`src/rtl/led_scan_sequencer.sv`:
```
// Scanning-head LED sequencer: a prescaled step counter moves a head across eight
// LEDs (bounce or wrap) and leaves a two-step fading trail on the per-LED duty buses.
module led_scan_sequencer #(
  parameter int unsigned STEP_DIV  = 5_000_000,
  parameter logic [7:0]  DUTY_HEAD = 8'd255,
  parameter logic [7:0]  DUTY_T1   = 8'd25,
  parameter logic [7:0]  DUTY_T2   = 8'd13
) (
  input  logic        clock,
  input  logic        reset,
  input  logic        enable,
  input  logic        mode,
  output logic [63:0] duty,
  output logic [2:0]  position,
  output logic        direction,
  output logic        step
);

  typedef enum logic [1:0] {
    IDLE = 2'd0,
    FWD  = 2'd1,
    REV  = 2'd2
  } state_t;

  localparam logic [31:0] PRE_LAST = 32'(STEP_DIV - 1);

  state_t      state_reg, state_next;
  logic [31:0] pre_reg, pre_next;
  logic [2:0]  head_reg, head_next;
  logic [2:0]  h1_reg, h1_next;
  logic [2:0]  h2_reg, h2_next;
  logic        v1_reg, v1_next;
  logic        v2_reg, v2_next;
  logic [63:0] duty_reg, duty_next;
  logic        dir_reg, dir_next;
  logic        step_reg, step_next;
  logic        run_next;
  logic [7:0]  lane_duty [8];

  always_ff @(posedge clock or posedge reset) begin
    if (reset) begin
      state_reg <= IDLE;
      pre_reg   <= '0;
      head_reg  <= '0;
      h1_reg    <= '0;
      h2_reg    <= '0;
      v1_reg    <= 1'b0;
      v2_reg    <= 1'b0;
      duty_reg  <= '0;
      dir_reg   <= 1'b0;
      step_reg  <= 1'b0;
    end else begin
      state_reg <= state_next;
      pre_reg   <= pre_next;
      head_reg  <= head_next;
      h1_reg    <= h1_next;
      h2_reg    <= h2_next;
      v1_reg    <= v1_next;
      v2_reg    <= v2_next;
      duty_reg  <= duty_next;
      dir_reg   <= dir_next;
      step_reg  <= step_next;
    end
  end

  always_comb begin
    state_next = state_reg;
    pre_next   = pre_reg;
    head_next  = head_reg;
    h1_next    = h1_reg;
    h2_next    = h2_reg;
    v1_next    = v1_reg;
    v2_next    = v2_reg;
    step_next  = 1'b0;

    case (state_reg)
      IDLE: begin
        pre_next  = '0;
        head_next = '0;
        h1_next   = '0;
        h2_next   = '0;
        v1_next   = 1'b0;
        v2_next   = 1'b0;
        if (enable) begin
          state_next = FWD;
        end
      end

      FWD, REV: begin
        if (!enable) begin
          // Disable wins over a coincident terminal count: no step is taken.
          state_next = IDLE;
          pre_next   = '0;
          head_next  = '0;
          h1_next    = '0;
          h2_next    = '0;
          v1_next    = 1'b0;
          v2_next    = 1'b0;
        end else if (pre_reg == PRE_LAST) begin
          pre_next  = '0;
          step_next = 1'b1;
          h2_next   = h1_reg;
          h1_next   = head_reg;
          v2_next   = v1_reg;
          v1_next   = 1'b1;
          if (mode) begin
            // Wrap always advances, even if we were descending.
            state_next = FWD;
            head_next  = head_reg + 3'd1;
          end else if (state_reg == FWD) begin
            if (head_reg == 3'd7) begin
              head_next  = 3'd6;
              state_next = REV;
            end else begin
              head_next = head_reg + 3'd1;
            end
          end else begin
            if (head_reg == 3'd0) begin
              head_next  = 3'd1;
              state_next = FWD;
            end else begin
              head_next = head_reg - 3'd1;
            end
          end
        end else begin
          pre_next = pre_reg + 32'd1;
        end
      end

      default: begin
        state_next = IDLE;
      end
    endcase
  end

  assign run_next = (state_next != IDLE);
  assign dir_next = (state_next == REV);

  // Duty lanes are derived from next-state values so duty and position update together.
  for (genvar gi = 0; gi < 8; gi++) begin : g_lane
    localparam logic [2:0] LED = 3'(gi);
    assign lane_duty[gi] = !run_next                   ? 8'd0 :
                           (head_next == LED)          ? DUTY_HEAD :
                           (v1_next && h1_next == LED) ? DUTY_T1 :
                           (v2_next && h2_next == LED) ? DUTY_T2 :
                                                         8'd0;
  end

  always_comb begin
    duty_next = '0;
    for (int i = 0; i < 8; i++) begin
      duty_next[8*i +: 8] = lane_duty[i];
    end
  end

  assign duty      = duty_reg;
  assign position  = head_reg;
  assign direction = dir_reg;
  assign step      = step_reg;

endmodule

```
`config.mk`:
```
export PLATFORM = sky130hd
export DESIGN_NAME = led_scan_sequencer
export DESIGN_NICKNAME = d
export VERILOG_FILES = /design/src/rtl/led_scan_sequencer.sv
export SDC_FILE = /design/constraint.sdc
export NUM_CORES = 1
export LEC_CHECK = 0
export ABC_CLOCK_PERIOD_IN_PS = 3000
export BUFFER_PORTS_ARGS = -buffer_cell sky130_fd_sc_hd__buf_2
export CAP_MARGIN = 20
export CORE_ASPECT_RATIO = 0.7
export CORE_MARGIN = 3
export CORE_UTILIZATION = 30
export DETAILED_ROUTE_END_ITERATION = 10
export PLACE_DENSITY = 0.51
export REMOVE_ABC_BUFFERS = 1
export SLEW_MARGIN = 0
export SYNTH_ARGS = -nofsm -noshare
export SYNTH_HDL_FRONTEND = slang
export SYNTH_SLANG_ARGS = --single-unit
```
`constraint.sdc`:
```
create_clock -name clock -period 3 [get_ports clock]
set_input_delay 0.45 -clock clock [delete_from_list [all_inputs] [get_ports clock]]
set_output_delay 0.45 -clock clock [all_outputs]
set_load 0.05 [all_outputs]
```
Word-level counts from Yosys, hierarchy flattened
Index checks and enable logic that the tools add are counted.
- logic and storage cells: 128
- input bits: 4
- register bits after elaboration: 111
- mux-type cells: 65
- add/subtract/negate cells: 3
- reduce and logical (&&, ||, !) cells: 24
- eq/ne operators: 26
- operators by type and width (operator ; count):
    2-to-1 mux 8 bit ; 16
    2-to-1 mux 32 bit ; 2
    case mux 32 bit (2 select lines) ; 1
    2-to-1 mux 5 bit ; 8
    == test 3 bit (second input constant) ; 13
    adder 32 x 1 -> 32 bit (second input constant) ; 1
    == test 32 x 23 -> 1 bit (second input constant) ; 1
    2-to-1 mux 4 bit ; 8
    2-to-1 mux 3 bit ; 10
    == test 3 x 2 -> 1 bit (second input constant) ; 6
    case mux 3 bit (2 select lines) ; 3
    logical AND 1 bit ; 16
    2-to-1 mux 2 bit ; 7
    logical NOT 3 bit ; 4
    == test 3 x 1 -> 1 bit (second input constant) ; 3
    2-to-1 mux 1 bit ; 7
    == test 2 bit (second input constant) ; 2
    case mux 1 bit (2 select lines) ; 2
    case mux 2 bit (2 select lines) ; 1
    nonzero test 2 bit ; 2
    adder 3 x 1 -> 3 bit (second input constant) ; 1
    subtractor 3 x 1 -> 3 bit (second input constant) ; 1
    == test 2 x 1 -> 1 bit (second input constant) ; 1
    logical NOT 2 bit ; 1
    OR reduction 2 bit ; 1

Logic depth before layout (Yosys ltp)
Gate-level depths: netlist of the first run.
- word-level depth: 10
- mapped depth: 11
- depth with buffers taken out: 11

Worst setup path after synthesis of the first run
Ideal clock, no wire load.
- path kind: reg2reg
- start point: register head_reg[0], in the netlist position[0]
- end point: register duty_reg[19], in the netlist duty[19]
- path slack: 0.318 ns
- data arrival time: 2.590 ns
- data required time: 2.909 ns
- cell stages (with the launch flop): 11
- setup time: 0.091 ns
- cells stage by stage: dfrtp_1 > inv_1 > ha_1 > ha_1 > nor2b_1 > o31ai_1 > o2111ai_1 > a21oi_2 > buf_4 > o2111ai_1 > o221ai_1
- elaborated cells between the ends (all ways): 28
- classes of those cells: 2 x add/sub; 3 x eq/ne; 20 x mux; 3 x reduce/logical
- RTL lines (item ; RTL line ; source):
    start, declared ; 29 ; logic [2:0] head_reg, head_next;
    start signal, assigned ; 55 ; head_reg <= head_next;
    == test 3 bit / logical NOT 3 bit (equally long branches) ; 111, 118 ;
    2-to-1 mux 2 bit, on equally long branches ; 111, 118 ;
    2-to-1 mux 2 bit * ; 110 ; end else if (state_reg == FWD) begin
    2-to-1 mux 2 bit * ; 106 ; if (mode) begin
    2-to-1 mux 2 bit * ; 99 ; end else if (pre_reg == PRE_LAST) begin
    2-to-1 mux 2 bit * ; 90 ; if (!enable) begin
    case mux 2 bit (2 select lines) * ; 76 ; case (state_reg)
    via state_next[1] ; 27 ; state_t state_reg, state_next;
    nonzero test 2 bit * ; 136 ; assign run_next = (state_next != IDLE);
    2-to-1 mux 8 bit * ; 142 ; assign lane_duty[gi] = !run_next ? 8'd0 :
    end signal, assigned ; 60 ; duty_reg <= duty_next;
    end, declared ; 34 ; logic [63:0] duty_reg, duty_next;
Mark *: on every way through the listed nets, which the timed path passes. The rest lies on a longest branch.
A chain may end at the register's enable or synchronous reset.

Worst setup path in the final report of the first run
- start point: register pre_reg[20]
- end point: register duty_reg[3], in the netlist duty[3]
- cells in the longest elaborated chain, start to end: 10
- elaborated cells between the ends (all ways): 29
- classes of those cells: 1 x eq/ne; 22 x mux; 6 x reduce/logical
- ends and longest elaborated chain (item ; RTL line ; source):
    start, declared ; 28 ; logic [31:0] pre_reg, pre_next;
    start signal, assigned ; 54 ; pre_reg <= pre_next;
    == test 32 x 23 -> 1 bit * ; 99 ;
    2-to-1 mux 3 bit ; 99 ;
    2-to-1 mux 3 bit ; 90 ;
    case mux 3 bit (2 select lines) ; 76 ;
    logical NOT 3 bit ; 145 ; (v2_next && h2_next == LED) ? DUTY_T2 :
    logical AND 1 bit ; 145 ;
    2-to-1 mux 4 bit ; 145 ;
    2-to-1 mux 5 bit ; 144 ; (v1_next && h1_next == LED) ? DUTY_T1 :
    2-to-1 mux 8 bit ; 143 ; (head_next == LED) ? DUTY_HEAD :
    2-to-1 mux 8 bit * ; 142 ;
Mark *: on every way between the ends. The rest lies on a longest branch, timed or not.

==> run metrics, run 1 <==
Mean Syn Cell Area=10.07 um^2; vertical extent of the die=~110 um; initial cell density of the core=31.17%; initial detailed-routing violation count=235; GRT Residual Overflow=0; Die X-Extent=about 150 um; cell with the most instances after synthesis=sky130_fd_sc_hd__dfrtp_1; FF-to-FF path depth=8; via count of the first global-routing pass=roughly 3.2k; vias per cell=5.004; cell at the root of the clock tree=sky130_fd_sc_hd__clkbuf_16; layout cells sized above 1=about 28%; Clock Sink Count=79; highest clock frequency the design can meet=359.4 MHz; filler-free cell count of the finished design=690; Netlist cell types=62; maximum number of pins on one net before global-route repair=42; Pwr Density=567.5 nW/um^2; number of nets at the end of the flow=509; maximum fanout along the worst path=9; final total negative setup slack=0 ns; synthesized netlist cell count=between 400 and 500; fraction of synthesized cell area taken by the top area cell type=44.84%; antenna violations before repair=0; HPWL Detailed=between 8 and 9 mm; number of synthesized flops with an enable pin=0; number of buffers on the longest clock path=2; Diodes inserted=0; RSZ-0062 raised after global routing=true; Switch Pwr=~0.00094 W; post-layout minimum cycle time=2.783 ns; Static Leak=2.464 nW; endpoint kind of the worst setup timing path=flip-flop; most frequent cells after synthesis=sky130_fd_sc_hd__dfrtp_1, sky130_fd_sc_hd__nor2_1, sky130_fd_sc_hd__buf_4; proportion of power drawn by combinational gates=21.2%; total via count in the routed design=~3.5k; origin of the critical flop-to-flop path=pre_reg[20]$_DFFE_PP0N_; type of the tightest min-delay check=primary input to async pin; count of maximum capacitance violations=0; overall routed net length=11.14 mm; clock edge transition at the registers on the reported setup and hold paths=0.07 ns; TritonCTS clock tree=done; cell types with the largest area share after synthesis=sky130_fd_sc_hd__dfrtp_1, sky130_fd_sc_hd__buf_4, sky130_fd_sc_hd__nor2_1; total routing usage reported by global routing=approximately 14%; post-synthesis instance area=around 4400 um^2; share of power burned in registers=38.2%; Worst-Skew Late Latency=0.34 ns; overall die area=16,210 um^2; ANT nets after route=0; number of cell rows=36; final-report hold violation count=0; final core utilization=between 30 and 40%; dominant cell type by area after synthesis=sky130_fd_sc_hd__dfrtp_1; wire length per cell after detailed routing=16.14 um; FF+latch count, synth=79; area inside the core boundary=14,140 um^2; Fin Hold WS=0.1898 ns; arrival time reported for the critical path endpoint=a little under 3 ns; share of synthesized registers carrying an async set or reset=100.0%; wire length of the first global-routing pass=18.04 mm; worst path required time=3.17 ns; Peak supply drop=~0.00033 V; Clock Skews=0.005236 ns; I/O Pins=73; Final Cycle Share=between 90 and 100%; crit path launch=pre_reg[20]$_DFFE_PP0N_; sequential fraction of the synthesis area=44.84%; critical path class=flip-flop to flip-flop; count of TritonRoute iterations in the first routing pass=4; run status=finished, final reports clean; DP Cell Count=671; Worst Setup Start Kind=flip-flop; Synthesis Warnings=0; switch share=31.86%; design internal power=0.002015 W; growth of design area from synthesis to finish=18.16%; drt drc=0; Port Buffer Count=between 70 and 80; total CTS buffers=9; post-route total power=between 0.002 and 0.003 W; routability congestion estimate from global placement=around 0.83; clock network fraction of total power=just over 40%; Max Transition Viols Final=0; transition time at the pin with the least slew margin=0.7181 ns; total of endpoints with negative setup slack in the final report=0; max-slew headroom at the worst pin=a little over half; Main synth FF type=sky130_fd_sc_hd__dfrtp_1; CTS H-Tree Depth=3
[cells by family (layout without fill, tap and decap cells)]
group	count (synthesis)	count (layout)	share of synthesized area [%]
flops	79	79	44.84
mux	12	12	2.781
buf+inv	69	131	9.620
xor+xnor	24	24	4.767
compound gates	87	87	15.13
simple gates	157	157	20.03
fa+ha+maj	10	10	2.838
[layer usage]
| metal | vias to the layer above | wire, um | GRT usage [%] |
|---|---|---|---|
| met5 | - | 0 | 0 |
| met4 | 0 | 68 | 3.169 |
| met3 | 5 | 735 | 3.409 |
| met2 | 96 | 4335 | 18.15 |
| met1 | 1696 | 5996 | 23.16 |
| li1 | 1656 | - | - |
[path summary, 6_finish.rpt]
| path | endpoint | slack [ns] |
|---|---|---|
| max | duty[3]$_DFF_PP0_ | 0.22 |
| min | duty[36]$_DFF_PP0_ | 0.19 |
| max reg2reg | duty[3]$_DFF_PP0_ | 0.22 |
| min reg2reg | pre_reg[1]$_DFFE_PP0N_ | 0.55 |
| max in group asynchronous | state_reg[1]$_DFF_PP0_ | 2.15 |
| min in group clock | pre_reg[1]$_DFFE_PP0N_ | 0.55 |
[critical path: stages, from the launching register on]
cell	delay, ns
sky130_fd_sc_hd__dfrtp_1	0.44
sky130_fd_sc_hd__nor4_1	0.47
sky130_fd_sc_hd__and4_1	0.42
sky130_fd_sc_hd__a41o_1	0.29
sky130_fd_sc_hd__nor3_4	0.06
sky130_fd_sc_hd__buf_12	0.14
sky130_fd_sc_hd__buf_4	0.13
sky130_fd_sc_hd__o2111ai_1	0.43
sky130_fd_sc_hd__o221ai_1	0.24
[layout make-up]
type / count / area, um^2
Clock inverter: 7 / 103.9
Sequential cell: 79 / 1977
Fill cell: 1464 / 8934
Inverter: 21 / 80.08
Multi-Input combinational cell: 290 / 2023
Tap cell: 190 / 237.7
Clock buffer: 9 / 225.2
Timing Repair Buffer: 94 / 563.0
[stage by stage]
stage          setup slack [ns]  area (um^2)
2_1_floorplan           -0.5323         4064
3_3_place_gp             0.1549         4836
3_5_place_dp             0.1795         4836
4_1_cts                  0.1722         5165
5_1_grt               -0.006700         5210
6_report                 0.2172         5210
[repair_timing]
item / CTS / global route
setup buffers: 0 / 3
gates resized for setup: 0 / 2
hold buffers: 0 / 0
setup endpoints to repair: 0 / 19
[power groups by stage]
stage	Clock (W)	Combinational, W	Sequential (W)
after floorplan	0	0.000231	0.00132
after global placement	0	0.000578	0.00115
after detailed placement	0	0.000579	0.00115
after CTS	0.00123	0.000581	0.00113
after global routing	0.00129	0.000678	0.00113
final	0.00120	0.000626	0.00113
[cells in the final DEF, fill, tap and decap left out, types with 3 or more instances in the layout]
cell / Yosys / layout
sky130_fd_sc_hd__o21ai_0: 25 / 25
sky130_fd_sc_hd__o21ai_1: 5 / 4
sky130_fd_sc_hd__nand2b_1: 4 / 4
sky130_fd_sc_hd__nand3_1: 10 / 10
sky130_fd_sc_hd__a21oi_1: 6 / 6
sky130_fd_sc_hd__and3_1: 9 / 9
sky130_fd_sc_hd__o31ai_1: 7 / 7
sky130_fd_sc_hd__buf_4: 37 / 19
sky130_fd_sc_hd__o2111ai_1: 9 / 8
sky130_fd_sc_hd__nor3_1: 8 / 7
sky130_fd_sc_hd__o31ai_2: 4 / 4
sky130_fd_sc_hd__ha_1: 10 / 10
sky130_fd_sc_hd__xnor2_1: 11 / 11
sky130_fd_sc_hd__xor2_1: 13 / 13
sky130_fd_sc_hd__nand4_2: 3 / 3
sky130_fd_sc_hd__and2_1: 5 / 5
sky130_fd_sc_hd__nand4_1: 14 / 14
sky130_fd_sc_hd__clkbuf_16: 0 / 9
sky130_fd_sc_hd__nor4_1: 5 / 5
sky130_fd_sc_hd__inv_1: 20 / 19
sky130_fd_sc_hd__buf_12: 0 / 3
sky130_fd_sc_hd__and4_1: 5 / 5
sky130_fd_sc_hd__o221ai_1: 8 / 8
sky130_fd_sc_hd__buf_2: 3 / 72
sky130_fd_sc_hd__nor2b_1: 4 / 4
sky130_fd_sc_hd__mux2i_1: 10 / 10
sky130_fd_sc_hd__dfrtp_1: 79 / 79
sky130_fd_sc_hd__nor2_1: 40 / 40
sky130_fd_sc_hd__nor3b_1: 4 / 4
sky130_fd_sc_hd__nand2_1: 31 / 31
Power figures use the tool's default switching activity.
==> run 2, diff against run 1 <==
- CELL_PAD_IN_SITES_DETAIL_PLACEMENT: unset -> 1
- CELL_PAD_IN_SITES_GLOBAL_PLACEMENT: unset -> 1
- PLACE_DENSITY: 0.51 -> 0.61
==> run 2 against run 1 <==
  * First-iteration DRC count grew 3.0%
  * Clock power is essentially flat
  * Setup slack lost 0.025 ns
  * Critical path type unchanged
  * Global-route usage grew 2.2 points
  * Wire length grew 13%
==> run metrics, run 2 (synthesis gave the netlist of run 1 again) <==
register-to-register path setup slack=0.19 ns (-0.02 ns); Worst Setup Start Kind=flip-flop; overall die area=16,210 um^2 (unchanged); Pwr Density=565.8 nW/um^2 (-0.29%); number of buffers on the longest clock path=2 (unchanged); GRT Residual Overflow=0 (unchanged); CTS H-Tree Depth=3 (unchanged); vias per cell=5.102 (+2.0%); number of nets at the end of the flow=512 (+0.59%); via count of the first global-routing pass=3,614 (+12%); FF-to-FF path depth=9 (+1); cell at the root of the clock tree=sky130_fd_sc_hd__clkbuf_16; crit path max-delay cell type=sky130_fd_sc_hd__o21ai_1; Die X-Extent=150.9 um (unchanged); highest clock frequency the design can meet=356.2 MHz (-0.88%); DP Cell Count=675 (+0.60%); maximum number of pins on one net before global-route repair=58 (+38%); post-route total power=0.002949 W (-0.24%); antenna violations before repair=0 (unchanged); count of TritonRoute iterations in the first routing pass=4 (unchanged); total routing usage reported by global routing=16.34% (+2.2 points); HPWL Detailed=9.495 mm (+15%); crit path launch=position[0]$_DFF_PP0_; TritonCTS clock tree=done; total via count in the routed design=3,536 (+2.4%); count of maximum capacitance violations=0 (unchanged); origin of the critical flop-to-flop path=position[0]$_DFF_PP0_; crit-path max cell delay=0.60 ns (+0.13 ns); Max Transition Viols Final=0 (unchanged); wire length of the first global-routing pass=20.31 mm (+13%); ANT nets after route=0 (unchanged); filler-free cell count of the finished design=693 (+0.43%); layout cells sized above 1=28.23% (+0.23 points); initial detailed-routing violation count=242 (+3.0%); final instance area=5213 um^2 (about the same); worst reg2reg endpoint=duty[51]$_DFF_PP0_; I/O Pins=73 (unchanged); final core utilization=36.85% (about the same); clock edge transition at the registers on the reported setup and hold paths=0.06 ns (about the same); growth of design area from synthesis to finish=18.22% (about the same); run status=finished, final reports clean; total CTS buffers=9 (unchanged); RSZ-0062 raised after global routing=false; total of endpoints with negative setup slack in the final report=0 (unchanged); Worst-Skew Late Latency=0.35 ns (about the same); commonest cells after routing, fill and taps aside=sky130_fd_sc_hd__dfrtp_1, sky130_fd_sc_hd__buf_2, sky130_fd_sc_hd__nor2_1; post-placement cell area=4841 um^2 (+0.10%); critical path class=flip-flop to flip-flop; overall routed net length=12.54 mm (+13%); commonest non-fill, non-tap cell in the layout=sky130_fd_sc_hd__dfrtp_1; wire length per cell after detailed routing=18.10 um (+12%); routability congestion estimate from global placement=0.8570 (+2.6%); area inside the core boundary=14,140 um^2 (unchanged); Clock Skews=0.009918 ns (+0.004682 ns); critical path, cell by cell=buf_4 > ha_1 > ha_1 > and3b_1 > nor3b_1 > o2111ai_1 > a21oi_2 > o21ai_1 > o221ai_1; pre-CTS worst setup slack=0.05706 ns (-0.1224 ns); vertical extent of the die=107.4 um (unchanged); Static Leak=2.478 nW (+0.53%); max-slew headroom at the worst pin=54.07% (+2.0 points); transition time at the pin with the least slew margin=0.6827 ns (-0.03536 ns); type of the tightest min-delay check=primary input to async pin; Final Cycle Share=93.58% (+0.82 points); setup ws final=0.1925 ns (-0.02473 ns); Clock Sink Count=79 (unchanged); Diodes inserted=0 (unchanged); Worst setup endpoint=duty[51]$_DFF_PP0_; Port Buffer Count=72 (unchanged); Peak supply drop=0.0002309 V (-30%); arrival time reported for the critical path endpoint=2.99 ns (+0.03 ns); number of cell rows=36 (unchanged); final-report hold violation count=0 (unchanged); maximum fanout along the worst path=8 (-1); drt drc=0 (unchanged); initial cell density of the core=31.17% (unchanged); Most common cell on crit path=sky130_fd_sc_hd__ha_1; worst path required time=3.19 ns (+0.02 ns); post-layout minimum cycle time=2.808 ns (+0.02473 ns); endpoint kind of the worst setup timing path=flip-flop
[run 2: cell types whose count changed in the layout (fill, tap and decap cells not counted), sizes merged]
cell    change
buf         +3
clkbuf      +1
inv         -1
[run 2: layout make-up]
type                            count  area (um^2)
Fill cell                        1639         8931
Timing Repair Buffer               97        560.5
Sequential cell                    79         1977
Multi-Input combinational cell    290         2026
Clock buffer                       10        239.0
Clock inverter                      6        92.59
Tap cell                          190        237.7
Inverter                           21        80.08
[run 2: how the worst min path moves through the flow]
stage	end	slack [ns]	depth (start not counted)
after global placement	pre_reg[0]$_DFFE_PP0N_	0.51	1
final	position[1]$_DFF_PP0_	0.03	2
after detailed placement	pre_reg[1]$_DFFE_PP0N_	0.54	1
after CTS	direction$_DFF_PP0_	0.33	2
after global routing	v2_reg$_DFF_PP0_	0.05	2
after floorplan	pre_reg[0]$_DFFE_PP0N_	0.49	1
[run 2: through the flow]
stage / hold slack (ns) / setup TNS [ns]
finish: 0.03264 / 0
global route: 0.04819 / 0
CTS: 0.3310 / 0
detailed placement: 0.5379 / 0
global placement: 0.5074 / 0
floorplan: 0.4888 / -15.64
[run 2: per-layer routing]
metal | GRT usage (%) | vias to the layer above | wire, um
li1 | - | 1657 | -
met1 | 24.28 | 1780 | 6294
met2 | 22.92 | 84 | 5353
met3 | 3.998 | 15 | 706
met4 | 5.627 | 0 | 190
met5 | 0 | - | 0
[run 2: timing repair]
item / 4_1_cts / 5_1_grt
gates resized for setup: 0 / 2
setup buffers: 0 / 1
hold buffers: 0 / 0
setup endpoints to repair: 0 / 24
[run 2: worst max-delay path, delay by kind of cell, from the launching register on]
kind | cells | cell delay, ns
buffers and inverters | 1 | 0.18
adders and majority gates | 2 | 0.46
DFF | 1 | 0.38
and+or+nand+nor | 2 | 0.37
AOI/OAI and AO/OA | 4 | 1.25
[run 2: power breakdown]
part	internal, W	total [W]	switching [W]
clock network	0.000756	0.00123	0.000470
registers	0.00110	0.00113	0.0000261
logic	0.000148	0.000597	0.000449
total	0.00200	0.00295	0.000945
==> run 3, diff against run 2 <==
- CORE_UTILIZATION: 30 -> 44
- CTS_CLUSTER_SIZE: unset -> 10
- PLACE_DENSITY: 0.61 -> 0.83
- SETUP_SLACK_MARGIN: unset -> 0.05
==> run 3 against run 2 <==
  * The run now ends with negative hold slack left
  * Via count grew 4.1%
  * Critical path depth grew 1
  * Sequential power is essentially flat
  * Wire length rose by 2.5%
  * Clock power shrank 8%
  * Core utilization rose by 17 points
  * Critical path type unchanged
  * Largest cell class unchanged
  * Largest power group is now sequential cells
==> run metrics, run 3 (synthesis gave the netlist of run 1 again) <==
run status=finished with violations; failing checks=negative hold slack; final total negative setup slack=0 ns (unchanged); Port Buffer Count=72 (unchanged); count of TritonRoute iterations in the first routing pass=4 (unchanged); critical path class=flip-flop to flip-flop; highest clock frequency the design can meet=354.1 MHz (-0.59%); maximum number of pins on one net before global-route repair=43 (-26%); area inside the core boundary=9398 um^2 (-34%); DP Cell Count=601 (-11%); vertical extent of the die=89.76 um (-16%); maximum fanout along the worst path=14 (+6); initial detailed-routing violation count=337 (+39%); Static Leak=2.460 nW (-0.72%); CTS H-Tree Depth=3 (unchanged); arrival time reported for the critical path endpoint=3.05 ns (+0.06 ns); commonest cells after routing, fill and taps aside=sky130_fd_sc_hd__dfrtp_1, sky130_fd_sc_hd__buf_2, sky130_fd_sc_hd__nor2_1; Die X-Extent=125.7 um (-17%); commonest non-fill, non-tap cell in the layout=sky130_fd_sc_hd__dfrtp_1; Max Transition Viols Final=0 (unchanged); growth of design area from synthesis to finish=15.58%; number of hold buffers added after cts=0 (unchanged); I/O Pins=73 (unchanged); origin of the critical flop-to-flop path=position[0]$_DFF_PP0_; total CTS buffers=9 (unchanged); cell family with the largest share of critical-path delay=compound AO/OA/AOI/OAI gates; register-to-register path setup slack=0.18 ns (-0.02 ns); HPWL Detailed=9.192 mm (-3.2%); Clock Sink Count=79 (unchanged); RSZ-0062 raised after global routing=true; Pwr Density=570.4 nW/um^2 (+0.80%); filler-free cell count of the finished design=624 (-10%); post-route total power=0.002907 W (-1.4%); ANT nets after route=0 (unchanged); final instance area=5096 um^2 (-2.2%); worst path required time=3.23 ns (+0.04 ns); type of the tightest min-delay check=primary input to async pin; crit path launch=position[0]$_DFF_PP0_; final-report hold violation count=7 (+7); crit-path max cell delay=0.53 ns (-0.07 ns); Fin Hold WS=-0.001884 ns (-0.03452 ns); number of buffers on the longest clock path=2 (unchanged); count of maximum capacitance violations=0 (unchanged); Worst-Skew Late Latency=0.34 ns (about the same); total via count in the routed design=3,681 (+4.1%); number of nets at the end of the flow=509 (-0.59%); routability congestion estimate from global placement=0.8396 (-2.0%); Peak supply drop=0.0003378 V (+46%); cell at the root of the clock tree=sky130_fd_sc_hd__clkbuf_16; post-layout minimum cycle time=2.824 ns (+0.01659 ns); wire length per cell after detailed routing=20.60 um (+14%); layout cells sized above 1=28.40% (+0.17 points); Crit path buffers/inverters=2 (+1); endpoint kind of the worst setup timing path=flip-flop; total routing usage reported by global routing=23.66% (+7.3 points); number of cell rows=29 (-19%); via count of the first global-routing pass=3,851 (+6.6%); FF-to-FF path depth=10 (+1); final core utilization=54.23% (+17 points); crit path max-delay cell type=sky130_fd_sc_hd__dfrtp_1; antenna violations before repair=0 (unchanged); worst reg2reg endpoint=duty[50]$_DFF_PP0_; wire length of the first global-routing pass=21.40 mm (+5.4%); Worst Setup Start Kind=flip-flop; post-placement cell area=4697 um^2 (-3.0%); overall routed net length=12.85 mm (+2.5%); total of endpoints with negative setup slack in the final report=0 (unchanged); initial cell density of the core=46.92% (+16 points); Final Cycle Share=94.14% (+0.55 points); critical path, cell by cell=inv_1 > ha_1 > ha_1 > nor2b_2 > o31ai_1 > o2111ai_1 > a21oi_2 > buf_4 > o211ai_2 > o31ai_1; clock edge transition at the registers on the reported setup and hold paths=0.06 ns (about the same); vias per cell=5.899 (+16%); Diodes inserted=0 (unchanged); max-slew headroom at the worst pin=48.47% (-5.6 points); GRT Residual Overflow=0 (unchanged); drt drc=0 (unchanged); overall die area=11,280 um^2 (-30%); transition time at the pin with the least slew margin=0.7659 ns (+0.08320 ns); TritonCTS clock tree=done; Clock Skews=0.01072 ns (+0.0008009 ns)
[run 3: cell types whose count changed in the layout (fill, tap and decap cells not counted), sizes merged]
cell      previous run  this run
clkinv               2         3
buf                 97        94
clkinvlp             2         1
clkbuf              10        11
bufinv               2         1
[run 3: routing by layer]
| layer | GRT usage (%) | share of wire (%) |
|---|---|---|
| met5 | 0 | 0 |
| met4 | 6.137 | 1.7 |
| met3 | 5.509 | 6.2 |
| met2 | 35.59 | 46 |
| met1 | 34.47 | 46 |
[run 3: worst max-delay path by stage]
stage	to	slack [ns]	cells past startpoint
2_1_floorplan	duty[11]$_DFF_PP0_	-0.53	6
3_3_place_gp	duty[59]$_DFF_PP0_	0.22	9
3_5_place_dp	duty[20]$_DFF_PP0_	0.07	9
4_1_cts	duty[50]$_DFF_PP0_	0.08	7
5_1_grt	duty[50]$_DFF_PP0_	0.03	8
6_report	duty[50]$_DFF_PP0_	0.18	10
[run 3: repair_timing]
action | 4_1_cts | 5_1_grt
pin swaps | 2 | 1
gates resized for setup | 1 | 6
endpoints found under the setup margin | 11 | 24
buffers inserted | 5 | 2
[run 3: power breakdown]
group	internal [W]	switching (W)	total, W
combinational	0.000185	0.000460	0.000644
sequential	0.00110	0.0000266	0.00113
clock	0.000688	0.000447	0.00113
[run 3: metrics by stage]
stage	setup WS [ns]	hold WS, ns
floorplan	-0.5323	0.4888
detailed placement	0.07328	0.3637
CTS	0.07866	0.001985
global placement	0.2223	0.3588
global route	0.02531	0.008099
finish	0.1759	-0.001884
[run 3: cell type report]
cell class / count / area [um^2]
fillers: 1058 / 4302
flip-flops and latches: 79 / 1977
well taps: 124 / 155.1
repair buffers: 94 / 538.0
multi-input cells: 290 / 2038
clock buffers: 11 / 252.7
clock inverters: 5 / 56.30
inverters: 21 / 78.83
